$ cat src/rtl/stream_mux_rr.sv
// rtl/stream_mux_rr.sv - registered N-bit stream mux with explicit-select and round-robin modes
module stream_mux_rr #(
    parameter int N        = 8,
    parameter int CHANNELS = 4,
    parameter int SEL_W    = $clog2(CHANNELS)
) (
    input  logic                  clk,
    input  logic                  rst,
    input  logic [CHANNELS*N-1:0] in_data,
    input  logic [CHANNELS-1:0]   in_valid,
    output logic [CHANNELS-1:0]   in_ready,
    input  logic                  mode,
    input  logic [SEL_W-1:0]      select,
    output logic [N-1:0]          out_data,
    output logic                  out_valid,
    input  logic                  out_ready,
    output logic [SEL_W-1:0]      grant
);

    logic [SEL_W-1:0] ptr;
    logic [SEL_W-1:0] cand;
    logic             cand_ok;
    logic             load;
    logic             accept;
    int               idx;

    assign load   = !out_valid || out_ready;
    assign accept = load && cand_ok && !rst;

    // Round-robin search starts one past the last accepted channel and wraps modulo CHANNELS.
    always_comb begin
        cand    = select;
        cand_ok = 1'b0;
        idx     = 0;
        if (!mode) begin
            if (int'(select) < CHANNELS)
                cand_ok = in_valid[select];
        end else begin
            for (int k = 1; k <= CHANNELS; k++) begin
                idx = (int'(ptr) + k) % CHANNELS;
                if (!cand_ok && in_valid[idx]) begin
                    cand_ok = 1'b1;
                    cand    = SEL_W'(idx);
                end
            end
        end
    end

    always_comb begin
        in_ready = '0;
        for (int i = 0; i < CHANNELS; i++)
            in_ready[i] = accept && (cand == SEL_W'(i));
    end

    always_ff @(posedge clk or posedge rst) begin
        if (rst) begin
            out_valid <= 1'b0;
            out_data  <= '0;
            grant     <= '0;
            ptr       <= SEL_W'(CHANNELS - 1);
        end else if (accept) begin
            out_valid <= 1'b1;
            out_data  <= in_data[int'(cand)*N +: N];
            grant     <= cand;
            ptr       <= cand;
        end else if (load) begin
            out_valid <= 1'b0;
        end
    end

endmodule

$ cat config.mk
export PLATFORM = sky130hd
export DESIGN_NAME = stream_mux_rr
export DESIGN_NICKNAME = d
export VERILOG_FILES = /design/src/rtl/stream_mux_rr.sv
export SDC_FILE = /design/constraint.sdc
export NUM_CORES = 1
export LEC_CHECK = 0
export CAP_MARGIN = 10
export CORE_ASPECT_RATIO = 1.4
export CORE_MARGIN = 2
export CORE_UTILIZATION = 35
export CTS_BUF_LIST = sky130_fd_sc_hd__clkbuf_8 sky130_fd_sc_hd__clkbuf_16
export DETAILED_ROUTE_END_ITERATION = 8
export GPL_ROUTABILITY_DRIVEN = 0
export PLACE_DENSITY = 0.74
export SYNTH_ARGS = -nofsm -noshare
export SYNTH_HDL_FRONTEND = slang
export SYNTH_SLANG_ARGS = --single-unit
export TNS_END_PERCENT = 20
$ cat constraint.sdc
create_clock -name clk -period 3.2 [get_ports clk]
set_input_delay 0.64 -clock clk [delete_from_list [all_inputs] [get_ports clk]]
set_output_delay 0.64 -clock clk [all_outputs]
set_load 0.005 [all_outputs]
Word-level counts from Yosys, hierarchy flattened
Index checks and enable logic that the tools add are counted.
W data, S select, Z words.
{ "classes": {"add_sub_neg": 4, "n_lt_le_gt_ge": 5, "n_eq_ne": 3, "shifts": 1, "muxes": 29, "n_bitwise": 4, "n_reduce_logical": 21} }
{ "op_table": {"columns": ["op", "n"], "rows": [
  ["$shiftx A32 B6 Y8", 1],
  ["$mux W1", 19],
  ["$lt A3 B4 Y1 const B", 4],
  ["$bmux W1 S2", 5],
  ["$mux W2", 5],
  ["$logic_and A1 B1 Y1", 9],
  ["$reduce_or A2 Y1", 4],
  ["$logic_not A1 Y1", 5],
  ["$add A2 B1 Y2 const B", 2],
  ["$add A2 B2 Y2 const B", 2],
  ["$and A1 B1 Y1 const A", 4],
  ["$eq A2 B2 Y1 const B", 2],
  ["$lt A2 B3 Y1 const B", 1],
  ["$eq A2 B1 Y1 const B", 1],
  ["$logic_not A2 Y1", 1],
  ["$reduce_bool A2 Y1", 1],
  ["$logic_or A1 B1 Y1", 1]
]} }
{ "totals": {"ff_bits": 13, "in_bits": 42, "output_inout_bits": 15, "wordCells": 71} }

Logic depth before layout (Yosys ltp)
{ "depth": {"word_depth": 23, "mapped_depth": 9, "ltp_nobuf": 7} }

Worst setup path after synthesis
OpenSTA, ideal clock, no wires.
{ "synth_timing": {"path_type": "input to output", "start": "input port in_valid[0]", "end": "output port in_ready[1]", "t_arrival_ns": 2.077, "required_ns": 2.560, "slack_ns": 0.483, "cell_stages": 8, "n_path_buf": 2, "cell_sequence": "buf_2 > mux4_2 > and2_1 > o32ai_1 > a21o_1 > o211ai_2 > buf_2 > nor2_1"} }
{ "synth_via": {"elab_chain_cells": 20, "elab_cells_between_ends": 37, "cone_classes": "1 x eq/ne; 27 x mux; 9 x reduce/logical"} }
{ "synth_rtl": {"columns": ["element", "line", "source"], "rows": [
  ["start, declared", "10", "input logic [CHANNELS-1:0] in_valid,"],
  ["$bmux W1 S2", "41", "if (!cand_ok && in_valid[idx]) begin"],
  ["$mux W1 (implied by the code) (2 in series)", "41", null],
  ["$mux W1", "41", null],
  ["$mux W1", "35", "if (!mode) begin"],
  ["$logic_not A1 Y1", "41", null],
  ["$logic_and A1 B1 Y1", "41", null],
  ["$mux W1", "41", null],
  ["$mux W1", "35", null],
  ["[... 2 more ...]", null, null],
  ["$mux W1", "41", null],
  ["$mux W1", "35", null],
  ["$logic_not A1 Y1", "41", null],
  ["$logic_and A1 B1 Y1", "41", null],
  ["$mux W1", "41", null],
  ["$mux W1", "35", null],
  ["$logic_and A1 B1 Y1 (2 in series)", "28", "assign accept = load && cand_ok && !rst;"],
  ["$logic_and A1 B1 Y1 *", "52", "in_ready[i] = accept && (cand == SEL_W'(i));"],
  ["end, declared", "11", "output logic [CHANNELS-1:0] in_ready,"]
]} }
Every way passes the cells marked *; elsewhere a longest branch is shown, timed or not. The select of a mux whose other input is x is not followed.

Worst setup path after layout
{ "layout_timing": {"start": "input port in_valid[2]", "end": "output port in_ready[1]"} }
Same word-level chain as after synthesis.

==> reports/metrics.cfg <==
[run_status]
status = finished clean

[flow_run]
max_cap_violations = 0

[grt]
overflow = 0
track_usage_pct = 19.1
antenna_found_initial = 0
grt_pass1_wl_um = 4970
grt_max_degree = 17
grt_pass1_vias = 1164

[power]
power_leakage_nw = 0.772
p_total_mw = 0.909
power_density_nw_per_um2 = 517
worst_ir_drop_vdd_v = 0.000387

[clock_tree]
cts_sinks = 13
clock_path_buffers = 2
insertion_delay_ns = 0.24
cts-root-buf = clkbuf_8
clk_pin_slew_ns = 0.05
tritoncts = yes
cts_buffers = 3
htreeDepth = 1
cts_hold_buf = 0

[sta]
slew_viol_final = 0
finClkSkew_ns = 0.00397
relSlewSlack_pct = 66.5
rsz0062_at_grt = false
timing.final.hold_violations = 0
timing.fmax_mhz = 329
period_needed_ns = 3.04
whs_ns = 0.509
worst_pin_slew_ns = 0.502
setup_viol_count_final = 0
fin_crit_sh_pct = 95.1

[drt]
drt-initial-drc-count = 21
wire_per_inst_um = 14.2
vias = 1159
first_pass_iters = 4
drtAntennaViolNets = 0
post-route-drc-count = 0
via_per_inst = 5.17
drt_wl_total_um = 3180

[critical_path]
required_ns = 2.56
critPathLaunch = in_valid[2]
cp_max_fo = 6
reg2reg_from = ptr[0]
path_depth = 8
end_kind = output port
rrSetupSlack_ns = 0.71
start_kind = primary input
cp_top_family = buffers and inverters
cpPeakStageDelay_ns = 0.50
cpMaxStageDelayCell = mux4_2
cp_data_arrival_time_ns = 2.40
worstRegToRegCells = 9
crit_chain = dlygate4sd2_1, mux4_2, and2_4, o32ai_1, a21o_1, o211ai_2, nor2_1, dlygate4sd2_1
crit_top_cell = dlygate4sd2_1
r2r_end = out_data[5]
path_buf_inv = 2
crit_end = in_ready[1]
path_class = in -> out

[synthesis]
synth_seq_area_share_pct = 31.6
avgSynthCellArea_um2 = 8.64
synthesis.nets = 162
synth_top_family_by_area = compound AO/OA/AOI/OAI gates
synthCells = 120
ys_warn_count = 0
synth_compound_area_share_pct = 25.3
synthAdderAreaFrac_pct = 0
synthSimpleGateAreaFrac_pct = 23.4
synthXorXnorAreaFrac_pct = 0
synthMuxAreaShare_pct = 12.1
synth_cell_types = 36
syn-cell-area_um2 = 1040
synth-seq-cells = 13

[finish]
fill_cells = 242
instances_no_fill = 224
final_net_count = 230
drive_above_1_share_pct = 18.2
antenna_cells = 0
areaGrowthSynthToFinish_pct = 69.7

[floorplan]
placement_rows = 23
pin_count = 57
initial_core_util_pct = 36.4
die_h_um = 68.4
core_um2 = 2850
dieArea_um2 = 3420
die_x_um = 50.0

[placed_design]
hpwlAfterDp_um = 2570
dp_cells = 219
portBuffers = 56

[min_path]
hp-class = reg -> reg
hold_path_startpoint = grant[1]

[cell usage in the layout, fill, tap and decap left out, types with 4 or more instances in the layout]
cell             netlist  layout
buf_4                  2      17
nand2b_1               4       4
dlygate4sd2_1          0       6
a221oi_1               5       5
mux2i_1                8       8
nor2_1                20      20
a21oi_1               13      12
dfrtp_1               11      11
inv_1                  3       4
nand2_1               11      11
clkdlybuf4s50_1        0      48
[registers in the layout, indices dropped and copies added (netlist names)]
name	cells
out_data	8
grant	2
ptr	2
out_valid	1
[layer usage]
| layer | vias to the layer above | track usage, % | routed length, um |
|---|---|---|---|
| met3 | 4 | 1.75 | 102 |
| met1 | 550 | 21.1 | 1280 |
| met2 | 33 | 34.7 | 1740 |
| met5 | - | 0 | 0 |
| li1 | 572 | - | - |
| met4 | 0 | 12.8 | 58 |
[what timing repair did]
item | CTS | global route
resized for setup | 8 | 2
pin swaps | 3 | 2
buffers inserted | 1 | 0
setup endpoints to repair | 4 | 4
cloned | 0 | 0
[worst min path at each step]
| stage | endpoint | slack, ns | cells after the start |
|---|---|---|---|
| global placement | grant[1] | 0.50 | 2 |
| floorplan | grant[1] | 0.49 | 2 |
| detailed placement | grant[1] | 0.51 | 2 |
| global route | grant[1] | 0.55 | 2 |
| finish | grant[1] | 0.51 | 2 |
| CTS | grant[1] | 0.52 | 2 |
[per-stage QoR]
| step | instance area (um2) | utilization, % | setup TNS (ns) | worst slack [ns] |
|---|---|---|---|---|
| final | 1760 | 61.8 | 0 | 0.158 |
| after global routing | 1760 | 61.8 | 0 | 0.0557 |
| after CTS | 1760 | 61.6 | 0 | 0.00254 |
| after detailed placement | 1700 | 59.8 | -1.29 | -0.330 |
| after global placement | 1700 | 59.8 | -1.25 | -0.334 |
| after floorplan | 1040 | - | 0 | 0.483 |
[Yosys cell counts, drive strengths merged]
| library cell | n | area share (%) |
|---|---|---|
| a211oi | 3 | 3.1 |
| a21o | 1 | 0.72 |
| a21oi | 13 | 6.3 |
| a221oi | 8 | 8.6 |
| a311o | 1 | 0.97 |
| a32o | 1 | 0.97 |
| and2 | 2 | 1.2 |
| buf | 9 | 5.4 |
| clkbuf | 1 | 0.36 |
| dfrtp | 11 | 27 |
| dfstp | 2 | 5.1 |
| inv | 5 | 1.8 |
| mux2i | 8 | 7.7 |
| mux4 | 2 | 4.3 |
| nand2 | 11 | 4.0 |
| nand2b | 4 | 2.4 |
| nand3b | 2 | 1.4 |
| nand4b | 1 | 0.84 |
| nand4bb | 1 | 1.1 |
| nor2 | 20 | 7.2 |
| nor2b | 1 | 0.60 |
| nor3 | 1 | 0.48 |
| nor4 | 1 | 0.60 |
| o211a | 1 | 0.97 |
| o211ai | 1 | 1.2 |
| o21ai | 2 | 0.97 |
| o31ai | 1 | 0.72 |
| o32ai | 1 | 0.84 |
| or2 | 2 | 1.2 |
| or3 | 1 | 0.60 |
| or3b | 2 | 1.7 |
[cell families after synthesis]
family / Yosys count
DFF: 13
AOI/OAI and AO/OA: 33
and+or+nand+nor: 49
buffers and inverters: 15
muxes: 10
[where the power goes]
part / total [mW] / switching (mW) / leakage [nW] / internal (mW)
registers: 0.268 / 0.0418 / 0.143 / 0.226
clock network: 0.141 / 0.0568 / 0.0269 / 0.0846
logic: 0.500 / 0.212 / 0.602 / 0.288
[worst reg2reg max path, delay by kind of cell (launching register included)]
kind / cells / cell delay (ns)
muxes: 1 / 0.53
buffers and inverters: 2 / 0.27
AOI/OAI and AO/OA: 5 / 0.86
and+or+nand+nor: 1 / 0.18
DFF: 1 / 0.55
[cell type report]
type / count / area (um2) / area share (%)
Timing Repair Buffer: 73 / 686 / 38.9
Inverter: 5 / 18.8 / 1.07
Sequential cell: 13 / 328 / 18.6
Clock buffer: 3 / 41.3 / 2.35
Tap cell: 37 / 46.3 / 2.63
Multi-Input combinational cell: 92 / 637 / 36.2
Clock inverter: 1 / 3.75 / 0.213
No activity file was read; power rests on OpenSTA's default activity.
